[src/rtl/wide_add_sequencer.sv]
// Multi-word adder that streams NWORDS 32-bit word pairs through one external
// 32-bit adder, least-significant word first, rippling the carry between words.
module wide_add_sequencer #(
  parameter int NWORDS = 4
) (
  input  logic                   clk,
  input  logic                   rst,
  input  logic                   in_valid,
  output logic                   in_ready,
  input  logic [32*NWORDS-1:0]   op_a,
  input  logic [32*NWORDS-1:0]   op_b,
  input  logic                   cin,
  output logic                   out_valid,
  input  logic                   out_ready,
  output logic [32*NWORDS-1:0]   result,
  output logic                   cout,
  output logic [31:0]            adder_a,
  output logic [31:0]            adder_b,
  output logic                   adder_cin,
  input  logic [31:0]            adder_sum,
  input  logic                   adder_cout
);
  localparam int IW = $clog2(NWORDS);
  localparam logic [IW-1:0] LAST = IW'(NWORDS - 1);

  localparam logic [1:0] S_IDLE = 2'd0;
  localparam logic [1:0] S_RUN  = 2'd1;
  localparam logic [1:0] S_DONE = 2'd2;

  logic [1:0]              state;
  logic [IW-1:0]           idx;
  logic                    carry;
  logic [NWORDS-1:0][31:0] a_q, b_q, res_q;

  assign in_ready  = (state == S_IDLE);
  assign out_valid = (state == S_DONE);
  assign result    = res_q;

  always_comb begin
    adder_a   = '0;
    adder_b   = '0;
    adder_cin = 1'b0;
    if (state == S_RUN) begin
      adder_a   = a_q[idx];
      adder_b   = b_q[idx];
      adder_cin = carry;
    end
  end

  // Operands are latched only on accept, so input changes mid-operation are invisible.
  always_ff @(posedge clk) begin
    if (state == S_IDLE && in_valid) begin
      a_q <= op_a;
      b_q <= op_b;
    end
  end

  always_ff @(posedge clk) begin
    if (rst) begin
      state <= S_IDLE;
      idx   <= '0;
      carry <= 1'b0;
      res_q <= '0;
      cout  <= 1'b0;
    end else begin
      case (state)
        S_IDLE: if (in_valid) begin
          carry <= cin;
          idx   <= '0;
          state <= S_RUN;
        end
        S_RUN: begin
          res_q[idx] <= adder_sum;
          carry      <= adder_cout;
          if (idx == LAST) begin
            cout  <= adder_cout;
            idx   <= '0;
            state <= S_DONE;
          end else begin
            idx <= idx + 1'b1;
          end
        end
        // Handshake edge returns to IDLE only; earliest next accept is one cycle later.
        S_DONE: if (out_ready) state <= S_IDLE;
        default: state <= S_IDLE;
      endcase
    end
  end
endmodule

[config.mk]
export PLATFORM = sky130hd
export DESIGN_NAME = wide_add_sequencer
export DESIGN_NICKNAME = d
export VERILOG_FILES = /design/src/rtl/wide_add_sequencer.sv
export SDC_FILE = /design/constraint.sdc
export NUM_CORES = 1
export LEC_CHECK = 0
export CAP_MARGIN = 20
export CORE_AREA = 2 2 191 193
export DETAILED_ROUTE_END_ITERATION = 6
export DIE_AREA = 0 0 193 195
export PLACE_DENSITY = 0.73
export SLEW_MARGIN = 20
export SYNTH_ARGS = -nofsm -noshare
export SYNTH_HDL_FRONTEND = slang
export SYNTH_SLANG_ARGS = --single-unit
[constraint.sdc]
create_clock -name clk -period 39.9 [get_ports clk]
set_clock_uncertainty 0.2 [all_clocks]
set_input_delay 7.98 -clock clk [delete_from_list [all_inputs] [get_ports clk]]
set_output_delay 7.98 -clock clk [all_outputs]
set_load 0.05 [all_outputs]
==> flow_summary.toml <==
[run_status]
status = "finished clean"

[floorplan]
io_pins = 490
core_mm2 = 0.03540
die_area_mm2 = 0.03764
die_x_um = 193
die_y_um = 195
start_util_pct = 40.66
rows = 69

[global_route]
grt_use_total_pct = 20.90
grtUsageMet1_pct = 23.57
antenna_found_initial = 11
grt.met2_usage_pct = 35.36
grt-ovfl-total = 0
top_usage_layer = "met2"
grt_start_max_net_pins = 181
use_met3_pct = 7.566
grt_pass1_wl_um = 59260
grt_pass1_vias = 10300

[layout]
final_util_pct = 59.09
stdcell_area_mm2 = 0.02092
syn_to_final_growth_pct = 45.32
register_area_mm2 = 0.01037
fin_nets = 1848
drive_gt1_share_pct = 5.366
multi_input_area_mm2 = 0.003561
fillers = 2813

[place]
pre_cts_slack_ps = 28060
io_buffers = 489
place.gp.congestion = 0.8455
dpl.hpwl_um = 28380
dpl_cell_area_mm2 = 0.01952

[clock_tree]
cts_root_buffer = "clkbuf_16"
cts_tree = "yes"
cts_buffers = 42
cts.sinks = 390
postCtsSetupBuffers = 0
post_cts_resized = 0
cts.htree.levels = 2
clk_pin_slew_ps = 60
insertion_delay_ps = 530
clockBufferDepth = 3
hold_buffers = 0

[yosys]
yosysSeqAreaShare_pct = 72.05
post_synth_main_area_contributors = "edfxtp_1 (53%), dfxtp_1 (19%), mux2i_1 (8.9%)"
synth_area_per_cell_um2 = 13.35
synth_edf_count = 256
yosys-top-cells-count = "nand2_1 (258), edfxtp_1 (256), dfxtp_1 (134), a21oi_1 (130), mux2i_1 (128)"
syn_area_mm2 = 0.01439
synth-seq-cells = 390
ys_warn_count = 0
synth_fp_nets = 1376
synth-main-ff-cell = "edfxtp_1"
synth.most_common_cell = "nand2_1"
yosys.area.top_type_share_pct = 53.41
synth_cell_type_count = 28
synth_area_leader_cell = "edfxtp_1"
netlist_instances = 1078
ys_async_sr_fraction_pct = 0

[setup_path]
worst-path-buf-inv = 3
cp_slowest_cell = "clkdlybuf4s50_1"
crit_type = "reg2out"
required_ps = 31720
max_stage_delay_ps = 930
r2r_start = "state[0]"
path_delay_family = "buffers and inverters"
critical_path_peak_fanout = 54
startpoint = "idx[0]"
crit_chain = "buf_4, buf_4, mux2i_1, o22ai_1, clkdlybuf4s50_1"
cpMostUsedCell = "buf_4"
startpoint_type = "flip-flop"
worst_ep_arrival_time_ps = 4330
endpoint_kind = "output port"

[route]
drtAntennaViolNets = 0
routed_wl_um = 40820
vias_per_cell = 4.965
drtPass1Iterations = 4
drc = 0
via_count = 10200
wire_per_inst_um = 19.87
drt_first_iter_violations = 600

[pwr]
p_leak_nw = 6.959
p_int_uw = 728.2
p_per_area_mw_per_mm2 = 45.81
pwr-share-seq_pct = 48.1
p_sw_uw = 229.9
pwr-share-comb_pct = 12.1
clkPwrFrac_pct = 39.7
swShare_pct = 23.99
peakVddDrop_uv = 39.80

[timing]
tightest_slew_ps = 1010
fin_crit_sh_pct = 31.35
max-slew-margin-rel_pct = 32.63
setup_slack_ps = 27390
setup_viol = 0
rsz0062_at_grt = "no"
finalHoldViolCount = 0
period_needed_ps = 12510
final_max_slew_viol_count = 0
setup_tns_ps = 0
fmax_ghz = 0.07994

[hold_path]
holdCritStartpoint = "result[77]"
hold_class = "reg2reg"

[run]
drv_cap = 0
-- layout by cell type, fill, tap and decap left out, types with 4 or more instances in the layout --
master,instances
clkinv_2,8
clkbuf_1,6
clkbuf_8,4
and3b_1,4
clkdlybuf4s50_1,488
diode_2,9
a21oi_1,130
o22ai_1,64
nand2_1,258
dfxtp_1,133
nor2_1,4
clkbuf_16,44
edfxtp_1,256
clkinv_1,7
buf_4,12
mux2i_1,128
ha_1,4
-- flip-flops by register name, summed over array words and instances (netlist names) --
| name | count |
|---|---|
| a_q | 128 |
| b_q | 128 |
| carry | 1 |
| cout | 1 |
| idx | 2 |
| result | 128 |
| state | 2 |
-- stage by stage --
| stage | power [mW] | hold slack (ps) | cells |
|---|---|---|---|
| finish | 0.9581 | 252.6 | 2054 |
| global route | 0.9884 | 267.0 | 2053 |
| CTS | 0.9665 | 254.3 | 2045 |
| detailed placement | 0.5864 | 246.6 | 1967 |
| global placement | 0.5841 | 240.4 | 1967 |
| floorplan | 0.5371 | 326.2 | 1078 |
-- metal layers --
layer	wire length, µm	vias to the layer above
met2	20240	403
met5	40	-
met4	1443	6
met1	14960	4857
li1	-	4850
met3	4137	82
-- area by class of cell --
type,instances,share of cell area (%)
sequential,390,49.60
tap,461,2.758
inverter,3,0.05384
timing repair buffer,501,23.88
clock buffer,55,5.659
antenna,9,0.1077
clock inverter,23,0.9153
multi-input combinational,612,17.03
-- final timing paths --
| check | end | slack (ps) | cells after the start |
|---|---|---|---|
| setup reg to reg | a_q[9] | 36870 | 4 |
| hold reg to reg | result[77] | 250 | 2 |
| hold / removal | result[77] | 250 | 2 |
| setup / recovery | adder_b[27] | 27390 | 5 |
-- power by group through the flow --
| stage | Combinational (mW) | Sequential, mW | Clock [mW] |
|---|---|---|---|
| floorplan | 0.0536 | 0.483 | 0 |
| global placement | 0.115 | 0.469 | 0 |
| detailed placement | 0.117 | 0.470 | 0 |
| CTS | 0.117 | 0.461 | 0.388 |
| global route | 0.123 | 0.463 | 0.403 |
| finish | 0.116 | 0.461 | 0.381 |
-- worst min-delay path, stage by stage (launching register included) --
cell and delay, ps:
dfxtp_1 300, nand2_1 50, a21oi_1 50
-- logic make-up (layout without fill, tap and decap cells) --
group	after synthesis	count (layout)	share of synthesized area, %
AO/OA/AOI/OAI	199	199	7.615
multiplexers	128	128	8.902
flip-flops	390	390	72.05
other	0	9	0
AND/OR/NAND/NOR	281	281	7.824
buffers and inverters	76	582	3.260
adder cells (fa/ha/maj)	4	4	0.3477
Power figures use the tool's default switching activity.
